[src/rtl/formula_sweep_pkg.sv]
// Shared definitions for the formula sweep driver: state encoding, default
// widths and a saturating counter helper.
// Imported by the driver and by any parent that sizes its evaluator from it.
package formula_sweep_pkg;

  localparam int VEC_W_DEF   = 61;
  localparam int SWEEP_W_DEF = 10;

  typedef enum logic [1:0] {
    ST_IDLE   = 2'd0,
    ST_RUN    = 2'd1,
    ST_REPORT = 2'd2,
    ST_DONE   = 2'd3
  } sweep_state_t;

  // 16-bit increment that sticks at all-ones instead of wrapping
  function automatic logic [15:0] sat_inc16(input logic [15:0] val);
    return (val == 16'hFFFF) ? val : val + 16'd1;
  endfunction

endpackage

[src/rtl/formula_sweep_driver.sv]
// Enumerates the low SWEEP_W bits of an assignment vector over a fixed base,
// reports each failing assignment on a valid/ready handshake.
// Latency: one vector per cycle; done_o pulses 2^SWEEP_W+1 cycles after start
// when nothing fails. Backpressure: sweep stalls in REPORT until cex_ready_i.
module formula_sweep_driver
  import formula_sweep_pkg::*;
#(
  parameter int VEC_W   = VEC_W_DEF,
  parameter int SWEEP_W = SWEEP_W_DEF
) (
  input  logic               clk,
  input  logic               rst,
  input  logic               start_i,
  input  logic               cont_i,
  input  logic               abort_i,
  input  logic [VEC_W-1:0]   base_i,
  output logic [VEC_W-1:0]   vec_o,
  input  logic               result_i,
  output logic               cex_valid_o,
  input  logic               cex_ready_i,
  output logic [VEC_W-1:0]   cex_vec_o,
  output logic               busy_o,
  output logic               done_o,
  output logic               pass_o,
  output logic               aborted_o,
  output logic [15:0]        cex_cnt_o,
  output logic [SWEEP_W:0]   checked_o
);

  localparam int                 CHK_W    = SWEEP_W + 1;
  localparam logic [SWEEP_W-1:0] CNT_LAST = '1;
  // Bits of the vector owned by the sweep counter
  localparam logic [VEC_W-1:0]   LOW_MASK = VEC_W'((64'd1 << SWEEP_W) - 64'd1);

  sweep_state_t       r_state;
  logic [VEC_W-1:0]   r_base;
  logic               r_cont;
  logic [SWEEP_W-1:0] r_cnt;
  logic [VEC_W-1:0]   r_vec;
  logic [VEC_W-1:0]   r_cex_vec;
  logic               r_cex_valid;
  logic               r_busy;
  logic               r_done;
  logic               r_pass;
  logic               r_aborted;
  logic [15:0]        r_cex_cnt;
  logic [CHK_W-1:0]   r_checked;

  logic [SWEEP_W-1:0] w_cnt_inc;
  logic [VEC_W-1:0]   w_vec_inc;
  logic               w_cnt_last;

  assign w_cnt_inc  = r_cnt + SWEEP_W'(1);
  assign w_vec_inc  = r_base | VEC_W'(w_cnt_inc);
  assign w_cnt_last = (r_cnt == CNT_LAST);

  // Sweep controller: state, counter, status and the registered outputs.
  // done_o is raised while leaving DONE, so it trails the DONE state by one
  // register stage and lands 2^SWEEP_W+1 cycles after the start edge.
  always_ff @(posedge clk) begin
    if (rst) begin
      r_state     <= ST_IDLE;
      r_base      <= '0;
      r_cont      <= 1'b0;
      r_cnt       <= '0;
      r_vec       <= '0;
      r_cex_vec   <= '0;
      r_cex_valid <= 1'b0;
      r_busy      <= 1'b0;
      r_done      <= 1'b0;
      r_pass      <= 1'b0;
      r_aborted   <= 1'b0;
      r_cex_cnt   <= '0;
      r_checked   <= '0;
    end else begin
      r_done <= 1'b0;
      case (r_state)
        ST_IDLE: begin
          if (start_i) begin
            r_base    <= base_i & ~LOW_MASK;
            r_vec     <= base_i & ~LOW_MASK;
            r_cont    <= cont_i;
            r_cnt     <= '0;
            r_cex_cnt <= '0;
            r_checked <= '0;
            r_pass    <= 1'b0;
            r_aborted <= 1'b0;
            r_busy    <= 1'b1;
            r_state   <= ST_RUN;
          end
        end
        ST_RUN: begin
          if (abort_i) begin
            r_aborted   <= 1'b1;
            r_pass      <= 1'b0;
            r_cex_valid <= 1'b0;
            r_busy      <= 1'b0;
            r_state     <= ST_DONE;
          end else begin
            r_checked <= r_checked + CHK_W'(1);
            if (result_i) begin
              if (!w_cnt_last) begin
                r_cnt <= w_cnt_inc;
                r_vec <= w_vec_inc;
              end else begin
                r_pass  <= (r_cex_cnt == 16'd0);
                r_busy  <= 1'b0;
                r_state <= ST_DONE;
              end
            end else begin
              r_cex_vec   <= r_vec;
              r_cex_cnt   <= sat_inc16(r_cex_cnt);
              r_cex_valid <= 1'b1;
              r_state     <= ST_REPORT;
            end
          end
        end
        ST_REPORT: begin
          // Abort wins over a handshake arriving in the same cycle
          if (abort_i) begin
            r_aborted   <= 1'b1;
            r_pass      <= 1'b0;
            r_cex_valid <= 1'b0;
            r_busy      <= 1'b0;
            r_state     <= ST_DONE;
          end else if (cex_ready_i) begin
            r_cex_valid <= 1'b0;
            if (r_cont && !w_cnt_last) begin
              r_cnt   <= w_cnt_inc;
              r_vec   <= w_vec_inc;
              r_state <= ST_RUN;
            end else begin
              r_pass  <= 1'b0;
              r_busy  <= 1'b0;
              r_state <= ST_DONE;
            end
          end
        end
        ST_DONE: begin
          r_done  <= 1'b1;
          r_state <= ST_IDLE;
        end
        default: r_state <= ST_IDLE;
      endcase
    end
  end

  assign vec_o       = r_vec;
  assign cex_vec_o   = r_cex_vec;
  assign cex_valid_o = r_cex_valid;
  assign busy_o      = r_busy;
  assign done_o      = r_done;
  assign pass_o      = r_pass;
  assign aborted_o   = r_aborted;
  assign cex_cnt_o   = r_cex_cnt;
  assign checked_o   = r_checked;

endmodule

[config.mk]
export PLATFORM = sky130hd
export DESIGN_NAME = formula_sweep_driver
export DESIGN_NICKNAME = d
export VERILOG_FILES = /design/src/rtl/formula_sweep_pkg.sv /design/src/rtl/formula_sweep_driver.sv
export SDC_FILE = /design/constraint.sdc
export NUM_CORES = 1
export LEC_CHECK = 0
export ABC_AREA = 1
export ABC_CLOCK_PERIOD_IN_PS = 2100
export BUFFER_PORTS_ARGS = -buffer_cell sky130_fd_sc_hd__buf_2
export CORE_MARGIN = 8
export CORE_UTILIZATION = 40
export DETAILED_ROUTE_END_ITERATION = 8
export GPL_TIMING_DRIVEN = 0
export PLACE_DENSITY = 0.6
export SKIP_LAST_GASP = 1
export SLEW_MARGIN = 15
export SYNTH_ARGS = -nofsm -noshare
export SYNTH_HDL_FRONTEND = slang
export SYNTH_SLANG_ARGS = --single-unit
[constraint.sdc]
create_clock -name clk -period 2.1 [get_ports clk]
set_input_delay 0.63 -clock clk [delete_from_list [all_inputs] [get_ports clk]]
set_output_delay 0.63 -clock clk [all_outputs]
set_load 0.02 [all_outputs]
### Word-level counts from Yosys, hierarchy flattened

Cells that the tools add are included.

* register bits: 218

* reduce and logical (&&, ||, !) cells: 18
* equality and inequality tests: 21
* multiplexer cells: 53
* bitwise gates (word level): 3
* $add $sub $neg: 3

Operator list (number)
* two-way mux 61 bit: 7
* case mux 61 bit (3 select lines): 1
* two-way mux 10 bit: 7
* two-way mux 16 bit: 4
* OR 61 x 10 -> 61 bit: 1
* case mux 16 bit (2 select lines): 1
* case mux 10 bit (3 select lines): 1
* two-way mux 11 bit: 2
* case mux 11 bit (2 select lines): 1
* != test 2 bit (second input constant): 9
* two-way mux 1 bit: 17
* adder 16 x 1 -> 16 bit (second input constant): 1
* equality test 16 bit (second input constant): 1
* zero test 16 bit: 1
* != test 3 bit (second input constant): 5
* AND reduction 3 bit: 5
* two-way mux 2 bit: 7
* adder 11 x 1 -> 11 bit (second input constant): 1
* adder 10 x 1 -> 10 bit (second input constant): 1
* equality test 10 bit (second input constant): 1
* case mux 2 bit (4 select lines): 1
* AND reduction 8 bit: 1
* case mux 1 bit (3 select lines): 2
* AND reduction 6 bit: 1
* 14 further kinds: 19

### Longest topological paths before layout

Gate-level depths: netlist of run 1.

* word-level depth: 7
* gate-level depth with buffers: 12

### Worst setup path after synthesis of run 1

Ideal clock, no wire load.

* path type: flip-flop to flip-flop
* from: register r_cnt[0]
* to: register r_vec[23] (netlist: vec_o[23])
* data required time: 1968 ps
* data arrival time: 1750 ps
* path slack: 218 ps
* stages on the path, launching flop included: 11
* cell sequence: dfxtp_1 > ha_1 > nand2_2 > nor2_4 > nand3_4 > nand2_1 > nand2_2 > buf_2 > buf_2 > nand3_1 > a21oi_1

* cells in the longest elaborated chain, start to end: 5
* elaborated cells between the ends (all ways): 6
* classes of those cells: 3 x eq/ne; 3 x reduce/logical

Ends and longest elaborated chain
* start: declaration: line formula_sweep_driver.sv:38 `logic [SWEEP_W-1:0] r_cnt;`
* start signal: assignment: line formula_sweep_driver.sv:103 `r_cnt <= w_cnt_inc;`
* start signal: assignment: line formula_sweep_driver.sv:129 `r_cnt <= w_cnt_inc;`
* equality test 10 bit (*): line formula_sweep_driver.sv:55 `assign w_cnt_last = (r_cnt == CNT_LAST);`
* zero test 1 bit: line formula_sweep_driver.sv:128 `if (r_cont && !w_cnt_last) begin`
* logical AND 1 bit: line formula_sweep_driver.sv:128
* != test 2 bit (no source line)
* AND reduction 8 bit (no source line) (*)
* end signal: assignment: line formula_sweep_driver.sv:81 `r_vec <= base_i & ~LOW_MASK;`
* end signal: assignment: line formula_sweep_driver.sv:104 `r_vec <= w_vec_inc;`
* end signal: assignment: line formula_sweep_driver.sv:130 `r_vec <= w_vec_inc;`
* end: declaration: line formula_sweep_driver.sv:39 `logic [VEC_W-1:0] r_vec;`

Mark *: on every way between the ends. The rest lies on a longest branch, timed or not.
A chain may end at the register's enable or synchronous reset.

### Worst setup path after layout of run 1

* from: register r_cnt[0]
* to: register r_vec[26] (netlist: vec_o[26])

The elaborated chain is that of the path after synthesis.

==> metrics.cfg, run 1 <==
[power]
pwr-share-seq=0.328
power_density_nw_per_um2=1500
sw_frac_of_total=0.422
p_leak_nw=5.46
total_power_mw=17.0
p_comb_frac=0.420
internal_power_mw=9.85
p_sw_mw=7.20
ir_drop_mv=0.752
clock_power_share=0.252

[clocking]
cts_tree=built
cts_num_sinks=208
clkTransAtPathRegs_ns=0.06
cts_buffers=24
cts.htree.levels=1
clk_path_buf_depth=3
hold_buffers=0
root_buffer=clkbuf_16
clk_latency_ns=0.53

[die]
die_w_um=166
rows=55
die_y_um=166
core_region_area_sq_um=22400
start_util=0.401
die_area_sq_um=27500
num_io_pins=222

[setup_path]
cp_cell_sequence=ha_1 -> nand2_2 -> nor2_4 -> nand3_4 -> nand2_1 -> nand2_2 -> buf_4 -> clkbuf_4 -> nand3_1 -> a21oi_1
required_ns=2.48
crit_top_cell=nand2_2
end_kind=register
rrSetupSlack_ns=0.11
critPathLaunchType=register
cp_slowest_cell=dfxtp_4
cp_data_arrival_time_ns=2.36
crit_type=reg -> reg
cp_max_fo=10
slowest_delay_ns=0.39

[global_routing]
grt_antenna_before_repair=3
grt_max_degree=13
grt_pass1_vias=8657
grt_pass1_wl_um=47200
grt_usage=0.205
grt-ovfl-total=0

[detailed_routing]
drt_wl_total_um=29200
route.antenna.remaining_nets=0
num_vias=9103
drt_iter0_drc=721
drc=0
viasPerCell=4.96
routedWlPerCell_um=15.9
first_pass_iters=5

[sta]
tightest_slew_ns=0.662
relSlewSlack=0.558
fmax_mhz=504
setup_violations=0
rsz0062_at_grt=true
slew_viol_final=0
final.min_clock_period_ns=1.99
skew_ns=0.0273
finalHoldViolations=0
post-route-period-util=0.945
hold_slack_ns=0.355

[final_layout]
fin_util=0.508
nets=1609
area_delta_synth_final_pct=26.7
stdcell_count=1835
seq_area_sq_um=4170
multiInputGateArea_sq_um=4180
drive_gt1_frac=0.215
fin_area_sq_um=11400
num-fill-cells=2349

[synth]
synth.cell_area_sq_um=8980
synth_top_area_share=0.464
synth-seq-cells=208
synth_edf_count=0
async_reset_ff_frac=0
synth.most_common_cell=nand2_1
ys_seq_area_frac=0.464
syn-num-nets=1366
synth_cells=1289
yosys-top-cells-count=284 x nand2_1, 236 x nor2_1, 208 x dfxtp_1
post_synth_main_area_contributors=dfxtp_1 46%, nand2_1 12%, nor2_1 9.9%
ys_types=34
synth_area_leader_cell=dfxtp_1
ys_warn_count=0
synth_ff_type=dfxtp_1
syn_area_per_cell_sq_um=6.97

[placed_design]
place_inst=1784
port_buffers=210
place_area_sq_um=10400
place.gp.congestion=0.836
hpwlAfterDp_um=21500

[hold_path]
hold_path.class=in -> reg

[status]
status=finished, final reports clean

[job]
cap_violations=0

-- area by class of cell --
| class | count | area share |
|---|---|---|
| antenna | 1 | 0.000220 |
| buffer | 78 | 0.0362 |
| clock buffer | 34 | 0.0632 |
| clock inverter | 9 | 0.00935 |
| inverter | 82 | 0.0275 |
| multi-input combinational | 921 | 0.367 |
| sequential | 208 | 0.367 |
| tap | 285 | 0.0314 |
| timing repair buffer | 217 | 0.0981 |
-- critical path, delay by kind of cell (launching register included) --
family,cells,cell delay [ns]
AOI/OAI and AO/OA,1,0.06
adders and majority gates,1,0.20
buffers and inverters,2,0.44
DFF,1,0.39
and+or+nand+nor,6,0.73
-- power groups by stage --
stage / registers [mW] / clock network (mW) / logic (mW)
after CTS: 5.58 / 4.41 / 7.08
after detailed placement: 5.65 / 0 / 6.88
after floorplan: 6.30 / 0 / 3.86
after global placement: 5.63 / 0 / 6.85
after global routing: 5.70 / 4.57 / 7.97
final: 5.58 / 4.30 / 7.16
-- sequential cells by signal, indices dropped and copies added, names as in the netlist --
register,cells
busy_o,1
vec_o,52
cex_valid_o,1
cex_cnt_o,16
cex_vec_o,61
checked_o,11
r_cont,1
aborted_o,1
r_base,51
r_state,2
pass_o,1
done_o,1
r_cnt,9
-- layout by cell type, fill, tap and decap left out, types with 2 or more instances in the layout --
cell type | Yosys | routed
a21oi_1 | 111 | 110
buf_1 | 5 | 2
buf_2 | 8 | 217
buf_4 | 1 | 9
buf_6 | 7 | 7
bufinv_16 | 0 | 2
clkbuf_1 | 58 | 34
clkbuf_16 | 0 | 24
clkbuf_2 | 0 | 22
clkbuf_4 | 0 | 5
clkbuf_8 | 0 | 8
clkinv_2 | 0 | 6
dfxtp_1 | 208 | 205
dfxtp_2 | 0 | 2
ha_1 | 9 | 7
ha_2 | 0 | 2
inv_1 | 78 | 76
inv_2 | 3 | 4
nand2_1 | 284 | 283
nand2_2 | 4 | 5
nand3_1 | 83 | 82
nand3_2 | 1 | 3
nand3_4 | 2 | 2
nand4_1 | 18 | 18
nor2_1 | 236 | 235
nor2_2 | 2 | 3
nor2_4 | 2 | 2
nor3_1 | 11 | 10
o21ai_0 | 143 | 143
xor2_1 | 3 | 3
-- routing by layer --
layer | vias to the layer above | part of all wire | wire (um) | track usage
li1 | 4662 | - | - | -
met1 | 4181 | 0.46 | 13300 | 0.262
met2 | 225 | 0.46 | 13300 | 0.338
met3 | 31 | 0.071 | 2070 | 0.0589
met4 | 4 | 0.016 | 457 | 0.0443
met5 | - | 0.00075 | 22 | 0
-- final timing paths --
check / start / to / cells after the start
worst max-delay path: r_cnt[0] / vec_o[26] / 10
worst min-delay path: base_i[51] / r_base[51] / 3
worst max register to register: r_cnt[0] / vec_o[26] / 10
worst min register to register: busy_o / busy_o / 2
-- metrics by stage --
step | setup slack, ns | setup TNS [ns]
6_report | 0.115 | 0
5_1_grt | -0.0264 | -0.0968
4_1_cts | 0.00651 | 0
3_5_place_dp | -0.340 | -31.52
3_3_place_gp | -0.352 | -30.83
2_1_floorplan | 0.218 | 0
-- cell families (layout without fill, tap and decap cells) --
group | count (synthesis) | count (layout) | share of synthesized area
simple gates | 647 | 648 | 0.297
compound gates | 261 | 261 | 0.149
flops | 208 | 208 | 0.464
buf+inv | 161 | 420 | 0.0747
fa+ha+maj | 9 | 9 | 0.0125
xor+xnor | 3 | 3 | 0.00293
other cells | 0 | 1 | 0
-- what timing repair did --
| action | in CTS | in global routing |
|---|---|---|
| gates cloned | 0 | 1 |
| setup buffers | 6 | 1 |
| resized for setup | 22 | 44 |
| pin swaps | 1 | 2 |
| endpoints found under the setup margin | 128 | 182 |
Note: power is estimated with default switching activity, not from simulation.
==> run 2: changes to the inputs <==
--- a/config.mk
+++ b/config.mk
@@ -8,10 +8,10 @@
 export ABC_AREA = 1
 export ABC_CLOCK_PERIOD_IN_PS = 2100
 export BUFFER_PORTS_ARGS = -buffer_cell sky130_fd_sc_hd__buf_2
-export CORE_MARGIN = 8
+export CORE_MARGIN = 1
 export CORE_UTILIZATION = 40
 export DETAILED_ROUTE_END_ITERATION = 8
-export GPL_TIMING_DRIVEN = 0
+export GPL_TIMING_DRIVEN = 1
 export PLACE_DENSITY = 0.6
 export SKIP_LAST_GASP = 1
 export SLEW_MARGIN = 15
==> run 2 against run 1 <==
Maximum frequency increased by 2.3%. Power decreased by 2.9%. Worst hold slack improved by 0.013 ns. Sequential power decreased by 0.7%. Global-route usage increased by 1.3 points. Critical path depth decreased by 1. Cell count decreased by 3.2%. Combinational power decreased by 5.2%. Final area decreased by 1.7%. Die area decreased by 16%. Largest cell class is now sequential cells. Highest routed layer unchanged.
==> metrics.cfg, run 2 (same netlist as run 1, synthesis figures left out) <==
[clocking]
cts_num_sinks=208  ; unchanged
cts_tree=built
clkTransAtPathRegs_ns=0.06  ; about the same
clk_latency_ns=0.52  ; about the same
cts_buffers=24  ; unchanged
cts.htree.levels=1  ; unchanged
root_buffer=clkbuf_16
cts_setup_buffers=0  ; -6
clk_path_buf_depth=3  ; unchanged

[placed_design]
port_buffers=211  ; +0.48%
place_area_sq_um=10400  ; -0.22%
place.gp.congestion=0.842  ; +0.83%
hpwlAfterDp_um=16200  ; -25%

[power]
internal_power_mw=9.71  ; -1.4%
p_comb_frac=0.411  ; -0.009
p_sw_mw=6.84  ; -5.0%
clock_power_share=0.254  ; +0.002
pwr-share-seq=0.335  ; +0.007
power_density_nw_per_um2=1480  ; -1.3%
total_power_mw=16.5  ; -2.9%
p_leak_nw=5.35  ; -2.0%
ir_drop_mv=0.844  ; +12%
sw_frac_of_total=0.413  ; -0.00903

[final_layout]
area_delta_synth_final_pct=24.6
largest_reg_flops=61  ; unchanged
multiInputGateArea_sq_um=4150  ; -0.57%
layout_commonest_cell=nand2_1
nets=1554  ; -3.4%
num-fill-cells=2282  ; -2.9%
seq_area_sq_um=4160  ; -0.15%
final_cell_mix=284 x nand2_1, 236 x nor2_1, 211 x buf_2
fin_area_sq_um=11200  ; -1.7%
drive_gt1_frac=0.203  ; -0.0115

[hold_path]
min_from=base_i[46]
hold_path.class=in -> reg

[setup_path]
cp_max_fo=41  ; +31
critical_path_buf_inv_count=3  ; +1
cp_data_arrival_time_ns=2.38  ; +0.02 ns
required_ns=2.53  ; +0.05 ns
slowest_delay_ns=0.37  ; -0.02 ns
crit_cells=9  ; -1
r2r-end=vec_o[44]
worstSetupStartpoint=r_state[0]
crit_family=buffers and inverters
cp_cell_sequence=inv_1 -> ha_1 -> nand2_1 -> nand3_1 -> inv_1 -> nand3_4 -> buf_12 -> nand2_1 -> a21oi_1
end_kind=register
rr_startpoint=r_state[0]
critPathLaunchType=register
crit_type=reg -> reg
rr_worst_depth=9  ; -1
rrSetupSlack_ns=0.16  ; +0.04 ns
cp_slowest_cell=ha_1
endpoint=vec_o[44]

[die]
rows=54  ; -1.8%
die_y_um=152  ; -8.4%
start_util=0.410  ; +0.00870
die_w_um=152  ; -8.4%
die_area_sq_um=23000  ; -16%
core_region_area_sq_um=21900  ; -2.1%
num_io_pins=222  ; unchanged

[detailed_routing]
viasPerCell=4.93  ; -0.54%
route.antenna.remaining_nets=0  ; unchanged
first_pass_iters=4  ; -1
drt_iter0_drc=453  ; -37%
drt_wl_total_um=25500  ; -13%
routedWlPerCell_um=14.3  ; -9.9%
drc=0  ; unchanged
num_vias=8768  ; -3.7%

[sta]
setup_tns_ns=0  ; unchanged
slew_viol_final=0  ; unchanged
tightest_slew_ns=0.574  ; -0.0881 ns
rsz0062_at_grt=false
setup_violations=0  ; unchanged
finalHoldViolations=0  ; unchanged
skew_ns=0.0149  ; -0.0124 ns
fmax_mhz=515  ; +2.3%
post-route-period-util=0.924  ; -0.0214
relSlewSlack=0.617  ; +0.0588
final.min_clock_period_ns=1.94  ; -0.0449 ns

[job]
cap_violations=0  ; unchanged

[status]
status=finished, final reports clean

[global_routing]
grt_usage=0.218  ; +0.0128
grt_antenna_before_repair=4  ; +1
grt_pass1_vias=8090  ; -6.5%
grt_pass1_wl_um=42000  ; -11%
grt-ovfl-total=0  ; unchanged
grt_max_degree=82  ; +69

-- run 2: changes by cell type in the layout (fill, tap and decap cells not counted), sizes merged --
cell	delta
clkbuf	-60
buf	+5
diode	+2
clkinv	+1
nand3	-1
-- run 2: layout make-up --
type / count / area share
well taps: 280 / 0.0313
repair buffers: 241 / 0.125
multi-input cells: 920 / 0.371
inverters: 82 / 0.0276
clock inverters: 10 / 0.00996
flip-flops and latches: 208 / 0.372
diodes: 3 / 0.000671
clock buffers: 33 / 0.0621
-- run 2: worst min-delay path by stage --
stage,cells after the start,endpoint,slack (ns)
after global placement,2,busy_o,0.45
final,3,r_base[46],0.37
after detailed placement,2,busy_o,0.46
after global routing,3,r_base[45],0.35
after CTS,3,r_base[48],0.34
after floorplan,2,r_cont,0.43
-- run 2: metal layers --
layer  track usage  part of all wire  up-vias
met1         0.283              0.46     3973
li1              -                 -     4543
met3        0.0405             0.051       46
met4        0.0638             0.026        2
met5             0           0.00051        -
met2         0.366              0.46      204
-- run 2: power groups by stage --
stage / sequential (mW) / clock, mW / combinational [mW]
2_1_floorplan: 6.30 / 0 / 3.86
5_1_grt: 5.68 / 4.44 / 7.61
6_report: 5.54 / 4.21 / 6.79
3_5_place_dp: 5.62 / 0 / 6.84
4_1_cts: 5.55 / 4.31 / 6.87
3_3_place_gp: 5.60 / 0 / 6.81
-- run 2: tightest hold or removal path, delay by kind of cell --
kind | cells | cell delay, ns
compound gates | 1 | 0.05
buf+inv | 2 | 0.16
-- run 2: repair_timing --
| action | in CTS | in global routing |
|---|---|---|
| hold buffers | 0 | 0 |
| endpoints found under the setup margin | 0 | 2 |
| resized for setup | 0 | 2 |
-- run 2: stage by stage --
stage | cells | util | hold WS (ns) | worst slack, ns
final | 1777 | 0.511 | 0.368 | 0.159
after global routing | 1776 | 0.511 | 0.354 | 0.00463
after CTS | 1774 | 0.510 | 0.341 | 0.145
after detailed placement | 1731 | 0.473 | 0.457 | 0.176
after global placement | 1731 | 0.473 | 0.447 | 0.193
after floorplan | 1289 | - | 0.430 | 0.218
==> run 3: changes to the inputs <==
--- a/config.mk
+++ b/config.mk
@@ -13,6 +13,7 @@
 export DETAILED_ROUTE_END_ITERATION = 8
 export GPL_TIMING_DRIVEN = 1
 export PLACE_DENSITY = 0.6
+export RECOVER_POWER = 100
 export SKIP_LAST_GASP = 1
 export SLEW_MARGIN = 15
 export SYNTH_ARGS = -nofsm -noshare
==> run 3 against run 2 <==
Maximum frequency grew 0.65%. Clock-buffer cell count is the same. Global-route usage did not move. Clock power hardly changed. Utilization fell by 1.1 points. Sequential cell count stayed put. Power down 1.3%. Combinational power decreased by 3.5%. Cell count did not move. Critical path type unchanged.
==> metrics.cfg, run 3 (same netlist as run 1, synthesis figures left out) <==
[clocking]
cts_num_sinks=208  ; unchanged
cts_tree=built
cts_buffers=24  ; unchanged
root_buffer=clkbuf_16
hold_buffers=0  ; unchanged
clk_path_buf_depth=3  ; unchanged
clkTransAtPathRegs_ns=0.06  ; about the same
clk_latency_ns=0.52  ; about the same
cts.htree.levels=1  ; unchanged

[setup_path]
required_ns=2.53  ; about the same
slowest_delay_ns=0.34  ; -0.03 ns
cp_data_arrival_time_ns=2.36  ; -0.02 ns
critPathLaunchType=register
r2r-end=vec_o[44]
end_kind=register
rr_worst_depth=9  ; unchanged
rrSetupSlack_ns=0.17  ; about the same
cp_max_fo=41  ; unchanged
crit_type=reg -> reg
rr_startpoint=r_state[0]
cp_slowest_cell=ha_1
cp_cell_sequence=inv_1 -> ha_1 -> nand2_1 -> nand3_1 -> inv_1 -> nand3_4 -> buf_8 -> nand2_1 -> a21oi_1

[placed_design]
hpwlAfterDp_um=16200  ; unchanged
place.gp.congestion=0.842  ; unchanged
dp_slack_ns=0.176  ; unchanged
place_area_sq_um=10400  ; unchanged
port_buffers=211  ; unchanged
place_inst=1731  ; unchanged

[detailed_routing]
wl_met1_um=11900  ; +1.7%
drt_wl_total_um=25600  ; +0.26%
route.antenna.remaining_nets=0  ; unchanged
wl_met3_um=1300  ; +0.62%
drc=0  ; unchanged
routedWlPerCell_um=14.4  ; +0.26%
first_pass_iters=5  ; +1
num_vias=8782  ; +0.16%
drt_iter0_drc=477  ; +5.3%
top_layer_used=met5
wl_met2_um=11700  ; -1.3%
viasPerCell=4.94  ; +0.16%

[power]
p_sw_mw=6.85  ; +0.16%
clock_power_share=0.258  ; +0.004
pwr-share-seq=0.341  ; +0.006
p_comb_frac=0.401  ; -0.010
ir_drop_mv=0.814  ; -3.6%
internal_power_mw=9.48  ; -2.4%
power_density_nw_per_um2=1490  ; +0.79%
p_leak_nw=4.69  ; -12%
sw_frac_of_total=0.419  ; +0.00617

[die]
num_io_pins=222  ; unchanged
die_area_sq_um=23000  ; unchanged
die_w_um=152  ; unchanged
rows=54  ; unchanged
start_util=0.410  ; unchanged
core_region_area_sq_um=21900  ; unchanged
die_y_um=152  ; unchanged

[global_routing]
grt-ovfl-total=0  ; unchanged
grt_pass1_vias=8090  ; unchanged
grt_usage=0.218  ; unchanged
grt_max_degree=82  ; unchanged
grt_antenna_before_repair=4  ; unchanged
grt_pass1_wl_um=42000  ; unchanged

[sta]
setup_violations=0  ; unchanged
finalHoldViolations=0  ; unchanged
finalWorstSetupSlack_ns=0.172  ; +0.0126 ns
skew_ns=0.0158  ; +0.000887 ns
post-route-period-util=0.918  ; -0.00598
relSlewSlack=0.511  ; -0.106
setup_tns_ns=0  ; unchanged
tightest_slew_ns=0.734  ; +0.160 ns
fmax_mhz=519  ; +0.65%
final.min_clock_period_ns=1.93  ; -0.0126 ns
slew_viol_final=0  ; unchanged
rsz0062_at_grt=false

[status]
status=finished, final reports clean

[final_layout]
fin_area_sq_um=11000  ; -2.1%
layout_commonest_cell=nand2_1
seq_area_sq_um=4160  ; unchanged
drive_gt1_frac=0.0991  ; -0.104
stdcell_count=1777  ; unchanged
largest_reg_flops=61  ; unchanged
area_delta_synth_final_pct=22.0
multiInputGateArea_sq_um=4140  ; -0.30%
nets=1554  ; unchanged
final_cell_mix=284 x nand2_1, 236 x nor2_1, 208 x dfxtp_1
num-fill-cells=2364  ; +3.6%

[hold_path]
hold_depth=3  ; unchanged
hold_path.class=in -> reg
min_from=base_i[48]
min_to=r_base[48]

[job]
cap_violations=0  ; unchanged

run 3: worst max-delay path by stage:
stage	from	to	slack, ns	depth (start not counted)
final	r_state[0]	vec_o[44]	0.17	9
after global routing	r_state[0]	vec_o[48]	0.003	9
after CTS	r_state[0]	vec_o[44]	0.14	9
after detailed placement	abort_i	checked_o[6]	0.18	10
after global placement	abort_i	checked_o[6]	0.19	10
after floorplan	r_cnt[0]	vec_o[23]	0.22	10
run 3: layer usage:
layer / up-vias / track usage
met1: 3984 / 0.283
li1: 4547 / -
met5: - / 0
met4: 2 / 0.0638
met2: 202 / 0.366
met3: 47 / 0.0405
run 3: area by class of cell:
cell class,instances,area share
flip-flops and latches,208,0.380
well taps,280,0.0320
diodes,3,0.000686
multi-input cells,920,0.378
clock buffers,33,0.0634
inverters,82,0.0282
clock inverters,10,0.0102
repair buffers,241,0.107
run 3: repair_timing:
item	4_1_cts	5_1_grt
endpoints found under the setup margin	0	2
resized for setup	0	2
buffers inserted	0	0
run 3: power groups by stage:
stage                     combinational, mW  clock, mW  sequential [mW]
after floorplan                        3.86          0             6.30
after global placement                 6.81          0             5.60
after detailed placement               6.84          0             5.62
after CTS                              6.87       4.31             5.55
after global routing                   7.37       4.44             5.70
final                                  6.55       4.21             5.56
run 3: worst max-delay path: cells and delay by family (launching register included):
| kind | cells | cell delay (ns) |
|---|---|---|
| buffers and inverters | 3 | 0.55 |
| adder cells (fa/ha/maj) | 1 | 0.34 |
| AND/OR/NAND/NOR | 4 | 0.46 |
| flip-flops | 1 | 0.33 |
| AO/OA/AOI/OAI | 1 | 0.15 |
run 3: metrics by stage:
step	total power, mW	hold slack [ns]	util
after floorplan	10.2	0.430	-
after global placement	12.4	0.447	0.473
after detailed placement	12.5	0.457	0.473
after CTS	16.7	0.341	0.510
after global routing	17.5	0.354	0.500
final	16.3	0.365	0.500
